==> src/rtl/uart_cfg_pkg.sv <==
// Shared constants and types for the UART baud/tick generation blocks.
// The divisor is an integer part plus a fraction in 1/2^FRAC_W units.
package uart_cfg_pkg;

  localparam int OVERSAMPLE_DEFAULT = 16;
  localparam int DIV_W_DEFAULT      = 16;
  localparam int FRAC_W_DEFAULT     = 8;
  localparam int INT_DEFAULT        = 651;
  localparam int FRAC_DEFAULT       = 11;
  localparam int OS_CNT_W = $clog2(OVERSAMPLE_DEFAULT);

  typedef struct packed {
    logic [DIV_W_DEFAULT-1:0]  int_part;
    logic [FRAC_W_DEFAULT-1:0] frac_part;
  } div_cfg_t;

endpackage

==> src/rtl/os_prescaler.sv <==
// Fractional-N prescaler: one oversample tick every div_int (+carry)
// clocks, with the fraction spread over periods by an accumulator.
module os_prescaler #(
  parameter int DIV_W  = 16,
  parameter int FRAC_W = 8
) (
  input  logic              clk,
  input  logic              reset,
  input  logic              en,
  input  logic              sync,
  input  logic [DIV_W-1:0]  div_int,
  input  logic [FRAC_W-1:0] div_frac,
  output logic              due,
  output logic              os_tick
);

  logic [DIV_W-1:0]  cnt_q, cnt_d;
  logic [FRAC_W-1:0] acc_q, acc_d;
  logic              carry_q, carry_d;
  logic              tick_q, tick_d;
  logic [DIV_W:0]    last;

  // Extra bit keeps div_int + carry from wrapping at the top of range.
  assign last = {1'b0, div_int}
              + (DIV_W+1)'(carry_q)
              - (DIV_W+1)'(1);

  assign due = en && !sync
            && ({1'b0, cnt_q} == last);

  always_comb begin
    cnt_d   = cnt_q;
    acc_d   = acc_q;
    carry_d = carry_q;
    tick_d  = 1'b0;
    if (sync) begin
      cnt_d   = '0;
      acc_d   = '0;
      carry_d = 1'b0;
    end else if (due) begin
      cnt_d  = '0;
      tick_d = 1'b1;
      {carry_d, acc_d} = {1'b0, acc_q}
                       + {1'b0, div_frac};
    end else if (en) begin
      cnt_d = cnt_q + DIV_W'(1);
    end
  end

  always_ff @(posedge clk) begin
    if (!reset) begin
      cnt_q   <= '0;
      acc_q   <= '0;
      carry_q <= 1'b0;
      tick_q  <= 1'b0;
    end else begin
      cnt_q   <= cnt_d;
      acc_q   <= acc_d;
      carry_q <= carry_d;
      tick_q  <= tick_d;
    end
  end

  assign os_tick = tick_q;

endmodule

==> src/rtl/baud_tick_gen.sv <==
// Baud tick generator: oversample, mid-bit and end-of-bit enables
// with a shadowed divisor that only takes effect on bit boundaries.
module baud_tick_gen
  import uart_cfg_pkg::*;
#(
  parameter int DIV_W        = DIV_W_DEFAULT,
  parameter int FRAC_W       = FRAC_W_DEFAULT,
  parameter int OVERSAMPLE   = OVERSAMPLE_DEFAULT,
  parameter int DEFAULT_INT  = INT_DEFAULT,
  parameter int DEFAULT_FRAC = FRAC_DEFAULT
) (
  input  logic              clk,
  input  logic              reset,
  input  logic              en,
  input  logic              sync,
  input  logic              cfg_wr,
  input  logic [DIV_W-1:0]  cfg_int,
  input  logic [FRAC_W-1:0] cfg_frac,
  output logic              cfg_busy,
  output logic              cfg_err,
  output logic              os_tick,
  output logic              mid_tick,
  output logic              bit_tick
);

  localparam int OCW = $clog2(OVERSAMPLE);
  localparam logic [OCW-1:0] OS_LAST = OCW'(OVERSAMPLE - 1);
  localparam logic [OCW-1:0] OS_MID  = OCW'(OVERSAMPLE / 2 - 1);

  typedef struct packed {
    logic [DIV_W-1:0]  int_part;
    logic [FRAC_W-1:0] frac_part;
  } cfg_t;

  localparam cfg_t CFG_RST = '{
    int_part:  DIV_W'(DEFAULT_INT),
    frac_part: FRAC_W'(DEFAULT_FRAC)
  };

  cfg_t           act_q, act_d;
  cfg_t           sh_q, sh_d;
  cfg_t           wr_cfg;
  logic           pend_q, pend_d;
  logic           err_q, err_d;
  logic [OCW-1:0] os_cnt_q, os_cnt_d;
  logic           mid_q, mid_d;
  logic           bit_q, bit_d;
  logic           low_int;
  logic           due;
  logic           apply;

  assign low_int = cfg_int < DIV_W'(2);
  assign wr_cfg.int_part  = low_int ? DIV_W'(2) : cfg_int;
  assign wr_cfg.frac_part = cfg_frac;

  // bit_q marks the first cycle of a new bit, so a swap here
  // never shortens or stretches the bit that just ended.
  assign apply = pend_q && (bit_q || sync || !en);

  os_prescaler #(
    .DIV_W  (DIV_W),
    .FRAC_W (FRAC_W)
  ) u_pre (
    .clk      (clk),
    .reset    (reset),
    .en       (en),
    .sync     (sync),
    .div_int  (act_q.int_part),
    .div_frac (act_q.frac_part),
    .due      (due),
    .os_tick  (os_tick)
  );

  always_comb begin
    act_d    = act_q;
    sh_d     = sh_q;
    pend_d   = pend_q;
    err_d    = err_q;
    os_cnt_d = os_cnt_q;
    mid_d    = 1'b0;
    bit_d    = 1'b0;
    if (apply) begin
      act_d  = sh_q;
      pend_d = 1'b0;
    end
    if (cfg_wr) begin
      sh_d   = wr_cfg;
      pend_d = 1'b1;
      err_d  = err_q | low_int;
    end
    if (sync) begin
      os_cnt_d = '0;
    end else if (due) begin
      mid_d = (os_cnt_q == OS_MID);
      bit_d = (os_cnt_q == OS_LAST);
      os_cnt_d = bit_d ? '0
               : os_cnt_q + OCW'(1);
    end
  end

  always_ff @(posedge clk) begin
    if (!reset) begin
      act_q    <= CFG_RST;
      sh_q     <= CFG_RST;
      pend_q   <= 1'b0;
      err_q    <= 1'b0;
      os_cnt_q <= '0;
      mid_q    <= 1'b0;
      bit_q    <= 1'b0;
    end else begin
      act_q    <= act_d;
      sh_q     <= sh_d;
      pend_q   <= pend_d;
      err_q    <= err_d;
      os_cnt_q <= os_cnt_d;
      mid_q    <= mid_d;
      bit_q    <= bit_d;
    end
  end

  assign cfg_busy = pend_q;
  assign cfg_err  = err_q;
  assign mid_tick = mid_q;
  assign bit_tick = bit_q;

endmodule

==> config.mk <==
export PLATFORM = sky130hd
export DESIGN_NAME = baud_tick_gen
export DESIGN_NICKNAME = d
export VERILOG_FILES = /design/src/rtl/uart_cfg_pkg.sv /design/src/rtl/os_prescaler.sv /design/src/rtl/baud_tick_gen.sv
export SDC_FILE = /design/constraint.sdc
export NUM_CORES = 1
export LEC_CHECK = 0
export CAP_MARGIN = 10
export CORE_MARGIN = 2
export CORE_UTILIZATION = 60
export CTS_BUF_LIST = sky130_fd_sc_hd__clkbuf_8
export CTS_CLUSTER_SIZE = 28
export DETAILED_ROUTE_END_ITERATION = 8
export PLACE_DENSITY = 0.93
export SETUP_SLACK_MARGIN = 0.1
export SLEW_MARGIN = 20
export SYNTH_ARGS = -nofsm -noshare
export SYNTH_HDL_FRONTEND = slang
export SYNTH_HIERARCHICAL = 1
export SYNTH_SLANG_ARGS = --single-unit
==> constraint.sdc <==
create_clock -name clk -period 8.32 [get_ports clk]
set_input_delay 1.248 -clock clk [delete_from_list [all_inputs] [get_ports clk]]
set_output_delay 1.248 -clock clk [all_outputs]
set_load 0.1 [all_outputs]
; ---- After elaboration in Yosys (flattened, before gate mapping)
; Index checks and enable logic that the tools add are counted.
[totals]
ff_bits = 82
in_bits = 29
[op_classes]
n_addsub = 5
magnitude_cmp = 1
n_eq_ne = 3
mux = 5
bitwise = 3
n_reduce_logical = 11
[ops]
columns = cell, count
row1 = adder 16 x 1 -> 17 bit, 1
row2 = == test 16 x 17 -> 1 bit, 1
row3 = subtractor 17 x 1 -> 17 bit (second input constant), 1
row4 = adder 16 x 1 -> 16 bit (second input constant), 1
row5 = less-than comparator 16 x 2 -> 1 bit (second input constant), 1
row6 = 2-to-1 mux 16 bit, 1
row7 = adder 8 x 8 -> 9 bit, 1
row8 = OR reduction 3 bit, 2
row9 = adder 4 x 1 -> 4 bit (second input constant), 1
row10 = == test 4 x 3 -> 1 bit (second input constant), 1
row11 = == test 4 bit (second input constant), 1
row12 = 2-to-1 mux 4 bit, 1
row13 = logical AND 1 bit, 3
row14 = 2-to-1 mux 1 bit, 3
row15 = zero test 1 bit, 2
row16 = logical OR 1 bit, 2
row17 = inverter 1 bit, 2
row18 = nonzero test 2 bit, 1
row19 = OR reduction 2 bit, 1
row20 = bitwise OR 1 bit, 1

; ---- Longest topological paths before layout
[depth]
word_depth = 6
depth_mapped = 13

; ---- By module
; Netlist, hierarchy kept.
[by_module_without_submodules]
columns = module, n_inst, cells_per_inst, area_per_inst_um2
row1 = baud_tick_gen, 1, 227, 2167.1
row2 = os_prescaler, 1, 265, 2115.8

; ---- Least setup slack after synthesis
; Ideal clock, no wire load.
[synth_timing]
path_type = register -> register
from = reg act_q[16] (netlist bit)
to = reg os_cnt_q[3]
arrival_ns = 2.952
required_ns = 8.229
slack_ns = 5.277
stages_incl_launch_ff = 11
n_path_buf = 1
period_less_slack_ns = 3.043
cell_sequence = dfxtp_1 buf_6 or4_4 or4_1 a311oi_1 o2bb2ai_1 or2_2 nor3_1 and2_1 a31oi_1 a311oi_1
[synth_via]
elab_chain_cells = 4
[synth_rtl]
columns = item, line_no
row1 = "start, declared", baud_tick_gen.sv:40  ; cfg_t act_q, act_d;
row2 = "start signal, assigned", baud_tick_gen.sv:111  ; act_q <= act_d;
row3 = adder 16 x 1 -> 17 bit, os_prescaler.sv:25  ; + (DIV_W+1)'(carry_q)
row4 = subtractor 17 x 1 -> 17 bit, os_prescaler.sv:26  ; - (DIV_W+1)'(1);
row5 = == test 16 x 17 -> 1 bit, os_prescaler.sv:29  ; && ({1'b0, cnt_q} == last);
row6 = logical AND 1 bit, os_prescaler.sv:29
row7 = named net due, baud_tick_gen.sv:49  ; logic due;
row8 = "end signal, assigned", baud_tick_gen.sv:115  ; os_cnt_q <= os_cnt_d;
row9 = "end, declared", baud_tick_gen.sv:45  ; logic [OCW-1:0] os_cnt_q, os_cnt_d;
; The timed path passes the listed nets, and every way through them passes these cells.
; A chain may end at the register's enable or synchronous reset.

; ---- Worst setup path after layout
[layout_timing]
from = in en
to = reg u_pre.acc_q[6]
[layout_via]
elab_chain_cells = 2
[layout_rtl]
columns = item, line_no
row1 = "start, declared", baud_tick_gen.sv:14  ; input logic en,
row2 = logical AND 1 bit, os_prescaler.sv:28  ; assign due = en && !sync
row3 = logical AND 1 bit, os_prescaler.sv:29
row4 = "end signal, assigned", os_prescaler.sv:53  ; acc_q <= '0;
row5 = "end signal, assigned", os_prescaler.sv:58  ; acc_q <= acc_d;
row6 = "end, declared", os_prescaler.sv:18  ; logic [FRAC_W-1:0] acc_q, acc_d;
; No other way between the ends.

==> summary.txt <==
Minimum clock period: 3.99 ns
Psw: 0.000204 W
Fin Clk Skew: 0.00955 ns
Via count: 3729
Max clock buf depth: 2
Root Buffer: clkbuf_8
Fmax: 250 MHz
Initial Utilization: 62.3%
Fin crit share: 48.0%
Crit Path Max Fanout: 15
Leakage power: 1.78 nW
Gr ovfl total: 0
Port bufs: 33
Seq cells post-synth: 82
Critical Path Max Stage Delay: 0.67 ns
Initial DRC count: 245
Arrival @ worst endpoint: 4.24 ns
Worst-Margin Slew: 0.971 ns
Final #Nets: 552
RSZ-0062 raised after global routing: no
TritonCTS Buffers: 9
Largest net degree at the start of global routing: 35
Switching Share: 24.9%
N_diodes: 0
Die Area: 7830 µm²
Min-Delay Path Class: register to register
Drt first pass iters: 5
Setup tns final: 0 ns
Top-count cell post-synth: dfxtp_1
Crit path max-delay cell type: clkdlybuf4s50_1
Final core utilization: 70.0%
Setup Fix Bufs, Post-CTS: 0
CORE AREA: 6870 µm²
CP required: 8.57 ns
Max-Cap Viols: 0
Top Ports: 34
Post-route cell area: 4810 µm²
Post-synth net total: 534
Top cell type's share of synthesized area: 38.3%
Area growth syn-to-layout: 12.3%
Clock Pin Slew Worst Setup and Hold Paths: 0.08 ns
Synth top area cells: dfxtp_1, mux2i_1, o21ai_0, xor2_1, nand3_1
Antenna Nets Post-Route: 0
Avg Inst Size Synth: 8.70 µm²
Asr flop ratio synth: 0%
Hpwl dp: 6880 µm
Die X: 88.5 µm
Routed wire length: 10200 µm
YS warnings: 6
Fin worst setup slack: 4.33 ns
DRC viols: 0
Number of synthesized flops with an enable pin: 0
Setup Viol. Count Final: 0
Hold buffers post-CTS: 0
Crit. End Element: register
Drt via density: 6.11
Resized cells post-CTS: 0
GP Congestion: 0.976
P_int: 0.000615 W
Initial antenna violation count: 0
Startpoint Class: primary input
Share of layout cells above drive strength 1: 6.42%
Power Dens Cells: 170 nW/µm²
Seq/Total Area, Yosys: 38.3%
Clock sink count: 82
Post-Syn Instances: 492
CTS tree: yes
Pins Over Slew Limit: 0
Cell row count: 30
GRT Util Overall: 27.6%
Synth Cell Area: 4280 µm²
First-pass GRT wire length: 16900 µm
H-tree depth: 3
Distinct cells, synth: 58
Die height: 88.5 µm
Number of global-route vias before repair: 3575
Worst vdd ir: 0.130 mV
Pre-CTS WS: 4.11 ns
Wirelength per Cell: 16.8 µm
Sequential share of power: 50.6%
Fin. Hold Viols: 0
Kind of critical path: primary input to register
Max-slew headroom: 35.0%
Commonest cells post-synth: dfxtp_1, nor2_1, mux2i_1, o21ai_0, nand2_1
Latest clock arrival within the worst-skew pair: 0.36 ns
Run status: completed
Largest area contributor in the netlist: dfxtp_1
Placed cell area: 4590 µm²
Clock power frac: 39.3%
Synth Flop Type: dfxtp_1
Gate power share: 10.1%
Critical path, cell by cell: clkdlybuf4s50_1 -> nor3b_1 -> o2111ai_1 -> or4_1 -> nor4_4 -> buf_4 -> mux2_1
registers in the layout, indices dropped and copies added, names as in the netlist, 4 cells and up:
name and count:
u_pre/acc_q 8, sh_q 24, os_cnt_q 4, u_pre/cnt_q 16, act_q 24
cells in the final DEF, fill, tap and decap left out, types with 3 or more instances in the layout:
cell              n
a21oi_1          25
and2_1            3
and3_1            4
buf_4             3
clkbuf_8         10
clkdlybuf4s50_1  33
dfxtp_1          82
ha_1             12
inv_1            18
mux2i_1          35
nand2_1          32
nand2b_1          6
nand3_1          31
nand3_2           7
nand3b_1          4
nand4_1           7
nor2_1           37
nor2b_1           7
nor3_1           22
nor3b_1           3
nor4_1            8
o21ai_0          35
o311ai_0          3
o31a_1            3
o31ai_1           3
or2_2             3
or3_1             5
xnor2_1          16
xor2_1           19
critical path, delay by kind of cell:
family                 cells  cell delay [ns]
AND/OR/NAND/NOR            3             1.44
buffers and inverters      2             1.03
multiplexers               1             0.34
AO/OA/AOI/OAI              1             0.16
path summary, 6_finish.rpt:
path,from,endpoint,slack [ns],depth (start not counted)
max,en,u_pre/acc_q[6],4.33,7
max reg2reg,act_q[10],os_cnt_q[3],4.80,9
min reg2reg,cfg_err,cfg_err,0.47,2
min,cfg_err,cfg_err,0.47,2
layout make-up:
cell class | count | area, µm²
Tap cell | 96 | 120
Fill cell | 499 | 2060
Timing Repair Buffer | 36 | 353
Multi-Input combinational cell | 363 | 2410
Clock buffer | 10 | 138
Sequential cell | 82 | 1640
Clock inverter | 5 | 80.1
Inverter | 18 | 67.6
power groups by stage:
stage	logic, W	clock network [W]	registers [W]
floorplan	0.0000533	0	0.000422
global placement	0.0000762	0	0.000423
detailed placement	0.0000793	0	0.000423
CTS	0.0000814	0.000321	0.000414
global route	0.0000895	0.000337	0.000416
finish	0.0000824	0.000322	0.000415
metal layers:
metal	global-route usage, %	wire length (µm)
met4	13.5	342
met5	0	0
met3	5.13	486
met1	35.5	4480
met2	44.6	4920
metrics by stage:
stage	hold slack, ns	std cells	total power [W]
finish	0.466	610	0.000819
CTS	0.466	610	0.000816
global route	0.498	610	0.000842
floorplan	0.435	492	0.000476
detailed placement	0.444	595	0.000503
global placement	0.446	595	0.000499
logic make-up after synthesis:
group	after synthesis	synth area share (%)
AND/OR/NAND/NOR	188	23.9
AO/OA/AOI/OAI	91	12.8
multiplexers	36	8.44
flip-flops	82	38.3
buffers and inverters	47	5.40
adder cells (fa/ha/maj)	13	3.97
XOR/XNOR	35	7.16
Note: power is estimated with default switching activity, not from simulation.
